--- src/rtl/game_pkg.sv ---
// Shared game-flow types and constants for the play-area stages.
package game_pkg;

    localparam int unsigned OBST_ID_W   = 3;
    localparam int unsigned FRAME_CNT_W = 10;
    localparam int unsigned ROUND_W     = 8;
    localparam int unsigned LFSR_W      = 8;

    // Play-area line constants shared with the drawing stages
    localparam int unsigned PLAY_X_MIN = 112;
    localparam int unsigned PLAY_X_MAX = 912;
    localparam int unsigned PLAY_Y_MIN = 184;
    localparam int unsigned PLAY_Y_MAX = 584;

    typedef enum logic [2:0] {
        ST_IDLE     = 3'd0,
        ST_WARMUP   = 3'd1,
        ST_ATTACK   = 3'd2,
        ST_COOLDOWN = 3'd3,
        ST_OVER     = 3'd4
    } state_e;

endpackage

--- src/rtl/obstacle_scheduler_if.sv ---
// Control/status bundle between the scheduler and the VGA-side stages.
interface obstacle_scheduler_if;
    import game_pkg::*;

    logic                   vblnk_in;
    logic                   play_selected;
    logic                   menu_on;
    logic                   game_over;
    logic                   obstacle_done;
    logic                   game_active;
    logic                   obstacle_active;
    logic                   obstacle_start;
    logic [OBST_ID_W-1:0]   obstacle_id;
    logic [ROUND_W-1:0]     round_cnt;
    logic [FRAME_CNT_W-1:0] frames_left;

    modport master (
        output vblnk_in, play_selected, menu_on, game_over, obstacle_done,
        input  game_active, obstacle_active, obstacle_start, obstacle_id,
               round_cnt, frames_left
    );

    modport slave (
        input  vblnk_in, play_selected, menu_on, game_over, obstacle_done,
        output game_active, obstacle_active, obstacle_start, obstacle_id,
               round_cnt, frames_left
    );

endinterface

--- src/rtl/frame_lfsr.sv ---
// 8-bit Fibonacci LFSR (x^8+x^6+x^5+x^4+1); exposes its low OUT_W bits.
module frame_lfsr #(
    parameter logic [7:0]  SEED  = 8'hA5,
    parameter int unsigned OUT_W = 8
) (
    input  logic             clk,
    input  logic             rst,
    input  logic             shift_en,
    output logic [OUT_W-1:0] value
);

    logic [7:0] state_q;

    always_ff @(posedge clk) begin
        if (rst) begin
            state_q <= SEED;
        end else if (shift_en) begin
            state_q <= {state_q[6:0], state_q[7] ^ state_q[5] ^ state_q[4] ^ state_q[3]};
        end
    end

    assign value = state_q[OUT_W-1:0];

endmodule

--- src/rtl/obstacle_scheduler.sv ---
// Game-flow controller: warm-up, then alternating attack/cooldown phases
// paced by vblank, with pseudo-random non-repeating pattern selection.
module obstacle_scheduler
    import game_pkg::*;
#(
    parameter int unsigned NUM_OBSTACLES   = 4,
    parameter int unsigned WARMUP_FRAMES   = 120,
    parameter int unsigned ATTACK_FRAMES   = 300,
    parameter int unsigned COOLDOWN_FRAMES = 60,
    parameter int unsigned COOLDOWN_STEP   = 5,
    parameter int unsigned MIN_COOLDOWN    = 20,
    parameter logic [7:0]  LFSR_SEED       = 8'hA5
) (
    input  logic                 pclk,
    input  logic                 rst,
    obstacle_scheduler_if.slave  bus
);

    localparam logic [FRAME_CNT_W-1:0] FL_ONE = FRAME_CNT_W'(1);

    state_e                 state;
    logic                   vblnk_q;
    logic                   tick;
    logic                   in_game;
    logic [OBST_ID_W-1:0]   lfsr_low;
    logic [OBST_ID_W-1:0]   prev_id;
    logic [FRAME_CNT_W-1:0] cooldown_len;
    logic [FRAME_CNT_W-1:0] cooldown_next;
    logic [3:0]             raw_ext;
    logic [3:0]             raw_inc;
    logic [OBST_ID_W-1:0]   sel_id;

    assign tick    = bus.vblnk_in & ~vblnk_q;
    assign in_game = (state == ST_WARMUP) || (state == ST_ATTACK) || (state == ST_COOLDOWN);

    frame_lfsr #(
        .SEED  (LFSR_SEED),
        .OUT_W (OBST_ID_W)
    ) u_lfsr (
        .clk      (pclk),
        .rst      (rst),
        .shift_en (tick & in_game),
        .value    (lfsr_low)
    );

    // Fold the raw LFSR bits into range and step past the previous pattern
    always_comb begin
        raw_ext = {1'b0, lfsr_low};
        if (raw_ext >= 4'(NUM_OBSTACLES)) begin
            raw_ext = raw_ext - 4'(NUM_OBSTACLES);
        end
        raw_inc = raw_ext + 4'd1;
        if ((raw_ext[OBST_ID_W-1:0] == prev_id) && (bus.round_cnt != '0)) begin
            raw_ext = (raw_inc == 4'(NUM_OBSTACLES)) ? 4'd0 : raw_inc;
        end
        sel_id = raw_ext[OBST_ID_W-1:0];
    end

    assign cooldown_next = (cooldown_len >= FRAME_CNT_W'(MIN_COOLDOWN + COOLDOWN_STEP))
                         ? cooldown_len - FRAME_CNT_W'(COOLDOWN_STEP)
                         : FRAME_CNT_W'(MIN_COOLDOWN);

    always_ff @(posedge pclk) begin
        if (rst) begin
            state               <= ST_IDLE;
            vblnk_q             <= 1'b0;
            prev_id             <= '0;
            cooldown_len        <= FRAME_CNT_W'(COOLDOWN_FRAMES);
            bus.game_active     <= 1'b0;
            bus.obstacle_active <= 1'b0;
            bus.obstacle_start  <= 1'b0;
            bus.obstacle_id     <= '0;
            bus.round_cnt       <= '0;
            bus.frames_left     <= '0;
        end else begin
            vblnk_q            <= bus.vblnk_in;
            bus.obstacle_start <= 1'b0;
            if (bus.menu_on) begin
                state               <= ST_IDLE;
                bus.game_active     <= 1'b0;
                bus.obstacle_active <= 1'b0;
                bus.frames_left     <= '0;
            end else if (bus.game_over && in_game) begin
                state               <= ST_OVER;
                bus.game_active     <= 1'b0;
                bus.obstacle_active <= 1'b0;
                bus.frames_left     <= '0;
            end else begin
                case (state)
                    ST_IDLE: begin
                        if (bus.play_selected) begin
                            state           <= ST_WARMUP;
                            bus.game_active <= 1'b1;
                            bus.frames_left <= FRAME_CNT_W'(WARMUP_FRAMES);
                            bus.round_cnt   <= '0;
                            cooldown_len    <= FRAME_CNT_W'(COOLDOWN_FRAMES);
                        end
                    end
                    ST_WARMUP, ST_COOLDOWN: begin
                        if (tick) begin
                            if (bus.frames_left == FL_ONE) begin
                                state               <= ST_ATTACK;
                                bus.obstacle_active <= 1'b1;
                                bus.obstacle_start  <= 1'b1;
                                bus.obstacle_id     <= sel_id;
                                prev_id             <= sel_id;
                                bus.frames_left     <= FRAME_CNT_W'(ATTACK_FRAMES);
                            end else if (bus.frames_left != '0) begin
                                bus.frames_left <= bus.frames_left - FL_ONE;
                            end
                        end
                    end
                    ST_ATTACK: begin
                        // Early finish and timeout collapse into a single exit
                        if (bus.obstacle_done || (tick && (bus.frames_left == FL_ONE))) begin
                            state               <= ST_COOLDOWN;
                            bus.obstacle_active <= 1'b0;
                            bus.round_cnt       <= (bus.round_cnt == '1) ? bus.round_cnt
                                                                         : bus.round_cnt + ROUND_W'(1);
                            cooldown_len        <= cooldown_next;
                            bus.frames_left     <= cooldown_next;
                        end else if (tick && (bus.frames_left != '0)) begin
                            bus.frames_left <= bus.frames_left - FL_ONE;
                        end
                    end
                    ST_OVER: begin
                        state <= ST_OVER;
                    end
                    default: begin
                        state <= ST_IDLE;
                    end
                endcase
            end
        end
    end

endmodule

--- src/flat_wrapper.sv ---
// flat-port wrapper written by rule: the top's interface ports become plain ports
module obstacle_scheduler_flat import game_pkg::*;
#(
    parameter int unsigned NUM_OBSTACLES   = 4,
    parameter int unsigned WARMUP_FRAMES   = 120,
    parameter int unsigned ATTACK_FRAMES   = 300,
    parameter int unsigned COOLDOWN_FRAMES = 60,
    parameter int unsigned COOLDOWN_STEP   = 5,
    parameter int unsigned MIN_COOLDOWN    = 20,
    parameter logic [7:0]  LFSR_SEED       = 8'hA5
)
  (pclk, rst, bus_vblnk_in, bus_play_selected, bus_menu_on, bus_game_over, bus_obstacle_done, bus_game_active, bus_obstacle_active, bus_obstacle_start, bus_obstacle_id, bus_round_cnt, bus_frames_left);
  obstacle_scheduler_if bus_i ();
  input  logic pclk;
  input  logic rst;
  input wire logic [$bits(bus_i.vblnk_in)-1:0] bus_vblnk_in;
  input wire logic [$bits(bus_i.play_selected)-1:0] bus_play_selected;
  input wire logic [$bits(bus_i.menu_on)-1:0] bus_menu_on;
  input wire logic [$bits(bus_i.game_over)-1:0] bus_game_over;
  input wire logic [$bits(bus_i.obstacle_done)-1:0] bus_obstacle_done;
  output wire logic [$bits(bus_i.game_active)-1:0] bus_game_active;
  output wire logic [$bits(bus_i.obstacle_active)-1:0] bus_obstacle_active;
  output wire logic [$bits(bus_i.obstacle_start)-1:0] bus_obstacle_start;
  output wire logic [$bits(bus_i.obstacle_id)-1:0] bus_obstacle_id;
  output wire logic [$bits(bus_i.round_cnt)-1:0] bus_round_cnt;
  output wire logic [$bits(bus_i.frames_left)-1:0] bus_frames_left;
  assign bus_i.vblnk_in = bus_vblnk_in;
  assign bus_i.play_selected = bus_play_selected;
  assign bus_i.menu_on = bus_menu_on;
  assign bus_i.game_over = bus_game_over;
  assign bus_i.obstacle_done = bus_obstacle_done;
  assign bus_game_active = bus_i.game_active;
  assign bus_obstacle_active = bus_i.obstacle_active;
  assign bus_obstacle_start = bus_i.obstacle_start;
  assign bus_obstacle_id = bus_i.obstacle_id;
  assign bus_round_cnt = bus_i.round_cnt;
  assign bus_frames_left = bus_i.frames_left;
  obstacle_scheduler #(.NUM_OBSTACLES(NUM_OBSTACLES), .WARMUP_FRAMES(WARMUP_FRAMES), .ATTACK_FRAMES(ATTACK_FRAMES), .COOLDOWN_FRAMES(COOLDOWN_FRAMES), .COOLDOWN_STEP(COOLDOWN_STEP), .MIN_COOLDOWN(MIN_COOLDOWN), .LFSR_SEED(LFSR_SEED)) u_core (.pclk(pclk), .rst(rst), .bus(bus_i));
endmodule
--- config.mk ---
export PLATFORM = sky130hd
export DESIGN_NAME = obstacle_scheduler_flat
export DESIGN_NICKNAME = d
export VERILOG_FILES = /design/src/rtl/game_pkg.sv /design/src/rtl/obstacle_scheduler_if.sv /design/src/rtl/frame_lfsr.sv /design/src/rtl/obstacle_scheduler.sv /design/src/flat_wrapper.sv
export SDC_FILE = /design/constraint.sdc
export NUM_CORES = 1
export LEC_CHECK = 0
export CORE_ASPECT_RATIO = 0.75
export CORE_MARGIN = 4
export CORE_UTILIZATION = 68
export CTS_BUF_LIST = sky130_fd_sc_hd__clkbuf_4 sky130_fd_sc_hd__clkbuf_8 sky130_fd_sc_hd__clkbuf_16
export CTS_CLUSTER_DIAMETER = 150
export DETAILED_ROUTE_END_ITERATION = 10
export DONT_BUFFER_PORTS = 1
export PLACE_DENSITY = 0.83
export SLEW_MARGIN = 20
export SYNTH_ARGS = -nofsm -noshare
export SYNTH_HDL_FRONTEND = slang
export SYNTH_SLANG_ARGS = --single-unit
export TNS_END_PERCENT = 20
--- constraint.sdc ---
create_clock -name pclk -period 3.75 [get_ports pclk]
set_clock_uncertainty 0.05 [all_clocks]
set_input_delay 0.5625 -clock pclk [delete_from_list [all_inputs] [get_ports pclk]]
set_output_delay 0.5625 -clock pclk [all_outputs]
set_load 0.03 [all_outputs]
==> summary.md <==
| Metric | Value |
|---|---|
| Insertion delay to the later sink of the worst-skew pair | `310 ps` |
| Cell variety after synth | `70` |
| Syn avg cell area | `8.147 um^2` |
| M1 GR Usage | `38.87%` |
| Routed wire per std cell | `17.44 um` |
| DRC | `0` |
| Buf/Inv on CP | `1` |
| Final hold viol count | `0` |
| Synth Register Bits | `46` |
| Worst Path Arrival | `2940 ps` |
| Hold Startpoint | `rst` |
| Root Buffer | `clkbuf_8` |
| Crit-path slowest cell | `a221oi_2` |
| Period utilisation layout | `73.43%` |
| CTS clk-pin slew, worst paths | `90 ps` |
| Antenna diodes | `0` |
| Die H | `63.92 um` |
| DP Worst Slack | `1074 ps` |
| Cts repair resizes | `0` |
| Status | `finished, final reports clean` |
| Synth cell count leaders | `dfxtp_1, nand2_1, o21ai_0` |
| Crit. Startpoint | `u_core.bus.frames_left[0]` |
| Fmax | `363.2 MHz` |
| Die ar. | `5277 um^2` |
| Port bufs | `0` |
| Initial Util | `70.37%` |
| Detailed-route wire length | `6974 um` |
| TritonCTS clock tree | `built` |
| Logic pwr share | `9.7%` |
| Storage element area | `920.9 um^2` |
| Yosys top cell area share | `32.48%` |
| GRT met2 Usage | `39.00%` |
| Iter 0 DRT Violations | `281` |
| Largest stage delay, worst path | `800 ps` |
| # setup viols final | `0` |
| Via count | `2712` |
| Dpl hpwl | `5019 um` |
| Vias/cell | `6.780` |
| Gr usage total | `27.69%` |
| Internal power | `0.8234 mW` |
| RSZ-0062 raised after global routing | `false` |
| Setup bufs post-CTS | `0` |
| Clock Sinks | `46` |
| Clk network pwr share | `41.9%` |
| Cells after synthesis | `348` |
| Syn Std Cell Area | `2835 um^2` |
| Max FO, Critical Path | `16` |
| WS Path Type | `reg -> reg` |
| Max_cap viols | `0` |
| Post-synth ARST share | `0%` |
| Die X | `82.56 um` |
| EDFF count, synth | `0` |
| Critical path required time | `3930 ps` |
| H-tree depth | `2` |
| Worst Tran Pin Value | `985.6 ps` |
| Core Rows | `20` |
| CORE AREA | `4029 um^2` |
| Crit-path cells | `inv_1, ha_1, or3b_2, o41ai_2, a221oi_2, nand3_1, o22ai_1` |
| Sw frac | `23.63%` |
| Count leader, synth | `dfxtp_1` |
| Multi-input gate area | `1779 um^2` |
| PwrDens | `361.0 nW/um^2` |
| Lkg Pwr | `1.065 nW` |
| Hold WC Path Type | `in -> reg` |
| CTS Buffer Depth | `2` |
| Final Wtd Congestion | `0.9502` |
| Sequential share of power | `48.3%` |
| P_sw | `0.2547 mW` |
| Final Max Tran Viols | `0` |
| Worst vdd ir | `0.0003758 V` |
| I/O pins | `31` |
| Met3 Use GR | `10.14%` |
| Final worst path period need | `2753 ps` |
| Final setup margin | `996.6 ps` |
| CP Launch Type | `flop` |
| Cts bufs inserted | `5` |
| DRT antenna net count | `0` |
| Leading area contributor after synthesis | `dfxtp_1` |
| Gr busiest metal | `met2` |
| Initial antenna violation count | `0` |
| Layout fillers | `319` |
| Max-slew headroom | `34.30%` |
| Hold buffer count at cts | `0` |
| Final #Nets | `359` |
| First-pass GRT wire length | `11350 um` |
| Largest net degree at the start of global routing | `28` |
| Area grow syn2layout | `5.340%` |
| Synth warn | `0` |
| Reg2reg start | `u_core.bus.frames_left[0]` |
| Post-synthesis sequential area ratio | `32.48%` |
| Net Count, Synth | `363` |
| Setup TNS | `0 ps` |
| Remaining global-route overflow | `0` |
| Delay-heaviest family, CP | `compound AO/OA/AOI/OAI gates` |
| Number of global-route vias before repair | `2438` |
| Router iterations before antenna repair | `6` |
| Main synth FF type | `dfxtp_1` |
| Share of layout cells above drive strength 1 | `9.275%` |
| CP Capture Type | `flop` |
| Total power | `1.078 mW` |
| Top cells by area, synth | `dfxtp_1, nand2_1, o21ai_0` |
## worst paths after layout
path | to | slack (ps) | cells after the start
worst max-delay path | u_core.bus.frames_left[7] | 1000 | 7
worst min-delay path | u_core.cooldown_len[8] | 270 | 1
worst max register to register | u_core.bus.frames_left[7] | 1000 | 7
worst min register to register | u_core.u_lfsr.state_q[3] | 400 | 2
## registers in the layout (all words and copies together) (netlist names)
register and cells:
u_core.bus.frames_left 10, u_core.bus.game_active 1, u_core.bus.obstacle_active 1, u_core.bus.obstacle_id 3, u_core.bus.obstacle_start 1, u_core.bus.round_cnt 8, u_core.cooldown_len 10, u_core.state 3
u_core.u_lfsr.state_q 8, u_core.vblnk_q 1
## per-layer routing
layer | part of all wire [%] | up-vias
met1 | 43 | 1294
met4 | 1.5 | 0
li1 | - | 1269
met3 | 11 | 12
met5 | 0 | -
met2 | 44 | 137
## power by group through the flow
stage / clock network [mW] / logic, mW / registers [mW]
after global routing: 0.481 / 0.114 / 0.523
after global placement: 0 / 0.0997 / 0.532
after floorplan: 0 / 0.0920 / 0.526
final: 0.452 / 0.105 / 0.521
after CTS: 0.458 / 0.103 / 0.521
after detailed placement: 0 / 0.102 / 0.532
## cell type report
type	instances	share of cell area [%]
well taps	55	2.304
clock inverters	2	2.011
inverters	16	2.011
flip-flops and latches	46	30.83
clock buffers	6	2.765
multi-input cells	273	59.57
repair buffers	2	0.5027
## stage by stage
stage | hold WS (ps) | utilization (%) | std cells | cell area, um^2
5_1_grt | 250.0 | 74.13 | 400 | 2987
4_1_cts | 257.6 | 74.13 | 400 | 2987
2_1_floorplan | 382.1 | - | 348 | 2835
6_report | 265.1 | 74.13 | 400 | 2987
3_5_place_dp | 394.5 | 70.59 | 392 | 2844
3_3_place_gp | 386.8 | 70.59 | 392 | 2844
## cells by family after synthesis
logic type,count (synthesis),share of synthesized area [%]
xor gates and xnor gates,11,3.398
buffers and inverters,29,4.766
AOI/OAI and AO/OA,99,24.23
adders and majority gates,8,3.531
muxes,4,1.412
DFF,46,32.48
and+or+nand+nor,151,30.19
## layout by cell type (no fill, tap or decap), types with 5 or more instances in the layout
cell type,Yosys,final
a21oi_1,22,22
and3_1,7,7
clkbuf_8,1,6
dfxtp_1,46,46
ha_1,8,8
inv_1,16,16
nand2_1,40,40
nand2b_1,5,5
nand3_1,8,8
nand3b_1,6,6
nand4_1,7,7
nor2_1,24,24
nor2b_1,5,5
nor3_1,15,15
o21ai_0,25,25
o22ai_1,6,6
xnor2_1,6,6
xor2_1,5,5
Power figures use the tool's default switching activity.
